<file path="src/rtl/keypad_scanner.sv">
// rtl/keypad_scanner.sv - 5x4 matrix keypad scanner with row sync, debounce and newkey/keycode output
module keypad_scanner #(
    parameter int SCAN_DIV   = 4,
    parameter int DEBOUNCE_N = 3
) (
    input  logic       clock,
    input  logic       reset,
    input  logic [3:0] row_n,
    output logic [4:0] col_n,
    output logic       newkey,
    output logic [4:0] keycode
);

    localparam int DIV_W = $clog2(SCAN_DIV);
    localparam int CNT_W = $clog2(DEBOUNCE_N + 1);

    localparam logic [DIV_W-1:0] DIV_LAST = DIV_W'(SCAN_DIV - 1);
    localparam logic [CNT_W-1:0] CNT_DONE = CNT_W'(DEBOUNCE_N);
    localparam logic [CNT_W-1:0] CNT_ONE  = CNT_W'(1);

    localparam logic [1:0] S_SCAN     = 2'd0;
    localparam logic [1:0] S_DEBOUNCE = 2'd1;
    localparam logic [1:0] S_HELD     = 2'd2;

    logic [3:0]       row_s1;
    logic [3:0]       row_s2;
    logic [DIV_W-1:0] div;
    logic [2:0]       col_idx;
    logic [1:0]       state;
    logic [1:0]       cand_row;
    logic [CNT_W-1:0] cnt;
    logic [CNT_W-1:0] rel_cnt;

    logic             sample;
    logic             hit;
    logic [1:0]       hit_row;
    logic [2:0]       col_next;
    logic [CNT_W-1:0] cnt_inc;
    logic [CNT_W-1:0] rel_inc;

    assign sample   = (div == DIV_LAST);
    assign hit      = ~&row_s2;
    assign col_next = (col_idx == 3'd4) ? 3'd0 : col_idx + 3'd1;
    assign cnt_inc  = cnt + CNT_ONE;
    assign rel_inc  = rel_cnt + CNT_ONE;
    assign col_n    = ~(5'b00001 << col_idx);

    // Lowest-numbered pressed row wins when several rows in a column are low.
    always_comb begin
        hit_row = 2'd0;
        if (!row_s2[0])
            hit_row = 2'd0;
        else if (!row_s2[1])
            hit_row = 2'd1;
        else if (!row_s2[2])
            hit_row = 2'd2;
        else if (!row_s2[3])
            hit_row = 2'd3;
    end

    always_ff @(posedge clock or negedge reset) begin
        if (!reset) begin
            row_s1   <= 4'b1111;
            row_s2   <= 4'b1111;
            div      <= '0;
            col_idx  <= 3'd0;
            state    <= S_SCAN;
            cand_row <= 2'd0;
            cnt      <= '0;
            rel_cnt  <= '0;
            newkey   <= 1'b0;
            keycode  <= 5'd0;
        end else begin
            row_s1 <= row_n;
            row_s2 <= row_s1;
            newkey <= 1'b0;
            div    <= sample ? '0 : div + 1'b1;

            if (sample) begin
                case (state)
                    S_SCAN: begin
                        if (hit) begin
                            cand_row <= hit_row;
                            cnt      <= CNT_ONE;
                            // A single required sample accepts the press on first sight.
                            if (CNT_DONE == CNT_ONE) begin
                                keycode <= {col_idx, hit_row};
                                newkey  <= 1'b1;
                                rel_cnt <= '0;
                                state   <= S_HELD;
                            end else begin
                                state <= S_DEBOUNCE;
                            end
                        end else begin
                            col_idx <= col_next;
                        end
                    end
                    S_DEBOUNCE: begin
                        if (hit && (hit_row == cand_row)) begin
                            cnt <= cnt_inc;
                            if (cnt_inc == CNT_DONE) begin
                                keycode <= {col_idx, cand_row};
                                newkey  <= 1'b1;
                                rel_cnt <= '0;
                                state   <= S_HELD;
                            end
                        end else begin
                            state   <= S_SCAN;
                            col_idx <= col_next;
                        end
                    end
                    S_HELD: begin
                        if (hit) begin
                            rel_cnt <= '0;
                        end else if (rel_inc == CNT_DONE) begin
                            rel_cnt <= '0;
                            state   <= S_SCAN;
                            col_idx <= col_next;
                        end else begin
                            rel_cnt <= rel_inc;
                        end
                    end
                    default: state <= S_SCAN;
                endcase
            end
        end
    end

endmodule

</file>
<file path="config.mk">
export PLATFORM = sky130hd
export DESIGN_NAME = keypad_scanner
export DESIGN_NICKNAME = d
export VERILOG_FILES = /design/src/rtl/keypad_scanner.sv
export SDC_FILE = /design/constraint.sdc
export NUM_CORES = 1
export LEC_CHECK = 0
export BUFFER_PORTS_ARGS = -buffer_cell sky130_fd_sc_hd__buf_2
export CAP_MARGIN = 40
export CORE_MARGIN = 4
export CORE_UTILIZATION = 55
export CTS_CLUSTER_DIAMETER = 60
export DETAILED_ROUTE_END_ITERATION = 12
export GPL_TIMING_DRIVEN = 0
export PLACE_DENSITY_LB_ADDON = 0.1
export SYNTH_ARGS = -nofsm -noshare
export SYNTH_HDL_FRONTEND = slang
export SYNTH_SLANG_ARGS = --single-unit
</file>
<file path="constraint.sdc">
create_clock -name clock -period 2.7 [get_ports clock]
set_clock_uncertainty 0.1 [all_clocks]
set_input_delay 0.54 -clock clock [delete_from_list [all_inputs] [get_ports clock]]
set_output_delay 0.54 -clock clock [all_outputs]
set_load 0.02 [all_outputs]
</file>
* Word level (Yosys, flattened, before mapping)
Cells that the tools add are included.
** Word-level totals
- Register bits :: 27
- Bits of input ports :: 6
- Word-level logic and storage cells :: 73
** Operators by class
- $add $sub $neg :: 4
- Equality and inequality tests :: 15
- Shift-type cells :: 1
- Muxes and demuxes :: 28
- Bitwise gates (word level) :: 2
- Reduce and logical (&&, ||, !) cells :: 13
** Operator list (count)
- 2-bit two-way mux :: 15
- 4-bit AND reduction :: 4
- 3-bit two-way mux :: 5
- 2-bit inequality test (second input constant) :: 7
- 3-bit one-hot mux with 3 select lines :: 1
- 2-bit == test (second input constant) :: 4
- 2-bit one-hot mux with 2 select lines :: 2
- 2-bit by 1-bit adder with 2-bit output (second input constant) :: 3
- 2-bit one-hot mux with 3 select lines :: 1
- 6-bit AND reduction :: 1
- 5-bit NOT :: 1
- 5-bit AND reduction :: 1
- 1-bit by 3-bit left shift with 5-bit output (first input constant) :: 1
- 1-bit two-way mux :: 4
- 2-bit nonzero test :: 2
- 3-bit by 1-bit adder with 3-bit output (second input constant) :: 1
- 3-bit == test (second input constant) :: 1
- 3-bit inequality test (second input constant) :: 1
- 3-bit AND reduction :: 1
- 3-bit nonzero test :: 1
- 2-bit by 1-bit == test with 1-bit output (second input constant) :: 1
- 2-bit == test :: 1
- 2-bit logical NOT :: 1
- 1-bit logical AND :: 1
- 2 further kinds :: 2

* Longest topological paths before layout
- Depth after elaboration :: 9
- Mapped depth :: 6
- Gate-level depth less buffers :: 6

* Worst setup path before layout
Ideal clock, no wire load.
- Path kind :: register to register
- Start point :: register row_s2[3]
- End point :: register col_idx[0]
- Library setup time :: 0.125 ns
- Arrival time :: 1.656 ns
- Setup slack :: 0.819 ns
- Cell stages (with the launch flop) :: 6
- Buffers on the path :: 0
- Clock period less this slack :: 1.881 ns
- Cells stage by stage :: dfstp_2 nand2b_1 mux2i_1 a41o_1 o41a_4 mux2_4
** On the way
- Longest elaborated chain between the ends :: 8
** RTL lines
- start: declaration :: RTL line 26 : logic [3:0] row_s2;
- start signal: assignment :: RTL line 75 : row_s2 <= row_s1;
- 2-bit two-way mux :: RTL line 57 : else if (!row_s2[3])
- 2-bit two-way mux :: RTL line 55 : else if (!row_s2[2])
- 2-bit two-way mux :: RTL line 53 : else if (!row_s2[1])
- 2-bit two-way mux :: RTL line 51 : if (!row_s2[0])
- 2-bit == test :: RTL line 99 : if (hit && (hit_row == cand_row)) begin
- 1-bit logical AND :: RTL line 99
- 2-bit inequality test (no line)
- 6-bit AND reduction (no line) (*)
- end signal: assignment :: RTL line 95 : col_idx <= col_next;
- end signal: assignment :: RTL line 109 : col_idx <= col_next;
- end signal: assignment :: RTL line 118 : col_idx <= col_next;
- end: declaration :: RTL line 28 : logic [2:0] col_idx;
Every way passes the cells marked *; elsewhere a longest branch is shown, timed or not.
A chain may end at the register's enable or synchronous reset.

* Worst setup path in the final report
- Start point :: register row_s2[2]
- End point :: register keycode[2]
** On the way
- Longest elaborated chain between the ends :: 6
** RTL lines
- 2-bit two-way mux :: RTL line 55
- 2-bit two-way mux :: RTL line 53
- 2-bit two-way mux :: RTL line 51
- 2-bit == test :: RTL line 99
- 1-bit logical AND (*) :: RTL line 99
- 4-bit AND reduction (no line) (*)
- end signal: assignment :: RTL line 87 : keycode <= {col_idx, hit_row};
- end signal: assignment :: RTL line 102 : keycode <= {col_idx, cand_row};
- end: declaration :: RTL line 11 : output logic [4:0] keycode
Marked as above.

==> impl_metrics.env <==
export IMPL_status="finished, final reports clean"
export IMPL_overflow=0
export IMPL_slew_viol_final=0
export IMPL_yosysWarningCount=0
export IMPL_diodes=0
export IMPL_cap_violations=0
export IMPL_wl_per_cell_um=13.0
export IMPL_syn_inst=101
export IMPL_p_int_uw=761
export IMPL_fmax_ghz=0.482
export IMPL_netlist_area_mm2=0.00122
export IMPL_ant_nets=0
export IMPL_critPathTopFamily="flip-flops"
export IMPL_cts_tree="done"
export IMPL_grt_pass1_wl_um=3370
export IMPL_grt_pass1_vias=793
export IMPL_grtUsageTotal=0.156
export IMPL_synth_fp_nets=114
export IMPL_dpl_cell_count=144
export IMPL_drive_gt1_frac=0.322
export IMPL_p_switching_uw=452
export IMPL_synth_area_leaders="dfrtp_1 (39%), dfstp_2 (17%), ha_1 (7.2%), mux2_2 (5.5%), nand2_1 (4.0%)"
export IMPL_synth_seq_cells=27
export IMPL_post_route_cell_area_mm2=0.00137
export IMPL_clk_pin_slew_ns=0.14
export IMPL_period_minus_slack_ns=2.08
export IMPL_path_max_fanout=9
export IMPL_initial_utilization=0.599
export IMPL_finalCritPeriodShare=0.769
export IMPL_vias=788
export IMPL_drtIter0Drc=22
export IMPL_drcViolationCount=0
export IMPL_io_pins=17
export IMPL_final_setup_tns_ns=0
export IMPL_placed_area_mm2=0.00134
export IMPL_pwr_share_clk=0.133
export IMPL_cts_setup_buffers=0
export IMPL_rows=16
export IMPL_hold_worst_slack_ns=0.102
export IMPL_power_switching_fraction=0.373
export IMPL_worstSetupStartpointType="register"
export IMPL_clock_path_buffers=2
export IMPL_power_density_mw_per_mm2=889
export IMPL_synth_ff_type="dfrtp_1"
export IMPL_cp_arrival_ns=2.18
export IMPL_die_h_um=55.2
export IMPL_antenna_found_initial=0
export IMPL_synth_top_area_share=0.389
export IMPL_peakVddDrop_mv=0.634
export IMPL_tightest_slew_ns=0.571
export IMPL_drtPass1Iterations=4
export IMPL_htreeDepth=1
export IMPL_portBuffers=16
export IMPL_crit_type="register to register"
export IMPL_wl_um=1930
export IMPL_final_core_util=0.669
export IMPL_cts_sinks=27
export IMPL_instances_no_fill=148
export IMPL_hp_class="primary input to asynchronous set/reset pin"
export IMPL_hold_viol=0
export IMPL_post_synth_top_area_cell="dfrtp_1"
export IMPL_routabilityCongestion=0.735
export IMPL_clk_latency_ns=0.31
export IMPL_final_common_cell="dfrtp_1"
export IMPL_area_growth_pct=11.6
export IMPL_leakage_nw=0.663
export IMPL_setup_viol=0
export IMPL_crit_required_ns=2.80
export IMPL_ys_seq_area_frac=0.560
export IMPL_pwr_share_comb=0.365
export IMPL_path_cells="nand2b_1 -> mux2i_1 -> a41o_1 -> and4_1 -> buf_6 -> mux2_2"
export IMPL_fp_dieW_um=55.2
export IMPL_cts_made_buffers=3
export IMPL_fin_nets=135
export IMPL_hpwlAfterDp_um=1450
export IMPL_rsz0062_at_grt="false"
export IMPL_post_drt_via_cell_ratio=5.32
export IMPL_end_kind="register"
export IMPL_synthArstFlopShare=1.00
export IMPL_critPathSlowestCell="dfstp_2"
export IMPL_synth_distinct_cells=27
export IMPL_syn_area_per_cell_um2=12.1
export IMPL_die_area_mm2=0.00304
export IMPL_critPathMaxStageDelay_ns=0.57
export IMPL_crit_buf_inv=1
export IMPL_layout_cells_most_common_list="dfrtp_1 (19), buf_2 (16), nand2_1 (13)"
export IMPL_synth_edf_count=0
export IMPL_slew_headroom=0.619
export IMPL_grt_max_degree=28
export IMPL_power_frac_seq=0.502
export IMPL_cts_resized=0
export IMPL_clockRootBuffer="clkbuf_4"
export IMPL_coreArea_mm2=0.00204
export IMPL_hold_buffers=0
## power by group through the flow
stage,combinational [mW],clock (mW),sequential [mW]
after CTS,0.449,0.175,0.610
after detailed placement,0.446,0,0.617
after floorplan,0.298,0,0.627
after global placement,0.428,0,0.611
after global routing,0.492,0.190,0.626
final,0.442,0.161,0.610
## layer usage
layer / track usage / part of all wire
met5: 0 / 0
met4: 0.0607 / 0.0073
met2: 0.264 / 0.50
met1: 0.191 / 0.45
met3: 0.0402 / 0.045
## logic make-up after synthesis
kind of cell / share of synthesized area
buffers and inverters: 0.0368
multiplexers: 0.117
adder cells (fa/ha/maj): 0.0716
AO/OA/AOI/OAI: 0.108
AND/OR/NAND/NOR: 0.106
flip-flops: 0.560
## path summary, 6_finish.rpt
path,startpoint,endpoint,slack [ns],depth (start not counted)
worst min-delay path,reset,cnt[1],0.10,1
max in group asynchronous,reset,keycode[3],2.02,1
worst min register to register,row_s1[3],row_s2[3],0.27,0
worst max-delay path,row_s2[2],keycode[2],0.62,6
worst max register to register,row_s2[2],keycode[2],0.62,6
min in group clock,row_n[3],row_s1[3],0.21,1
## Yosys cell counts (all sizes together) (2+ instances only)
cell type  instances
o21ai              5
inv                8
dfstp              8
nand2b             3
ha                 7
a21oi              4
mux2               9
dfrtp             19
nor2               6
nand4              2
nand2             13
mux2i              3
## flip-flops by register name, summed over array words and instances (netlist names), 3 cells and up
| register | flops |
|---|---|
| col_idx | 3 |
| keycode | 5 |
| row_s1 | 4 |
| row_s2 | 4 |
## metrics by stage
stage                     worst slack, ns  total power [mW]
after global placement              0.692              1.04
after floorplan                     0.819             0.924
after detailed placement            0.652              1.06
after global routing                0.522              1.31
after CTS                           0.605              1.23
final                               0.624              1.21
## cell type report
type	count	area (µm²)
fillers	171	677
clock buffers	3	22.5
well taps	27	33.8
clock inverters	1	5.00
multi-input cells	64	493
repair buffers	16	80.1
flip-flops and latches	27	686
plain buffers	2	15.0
inverters	8	30.0
Note: power is estimated with default switching activity, not from simulation.
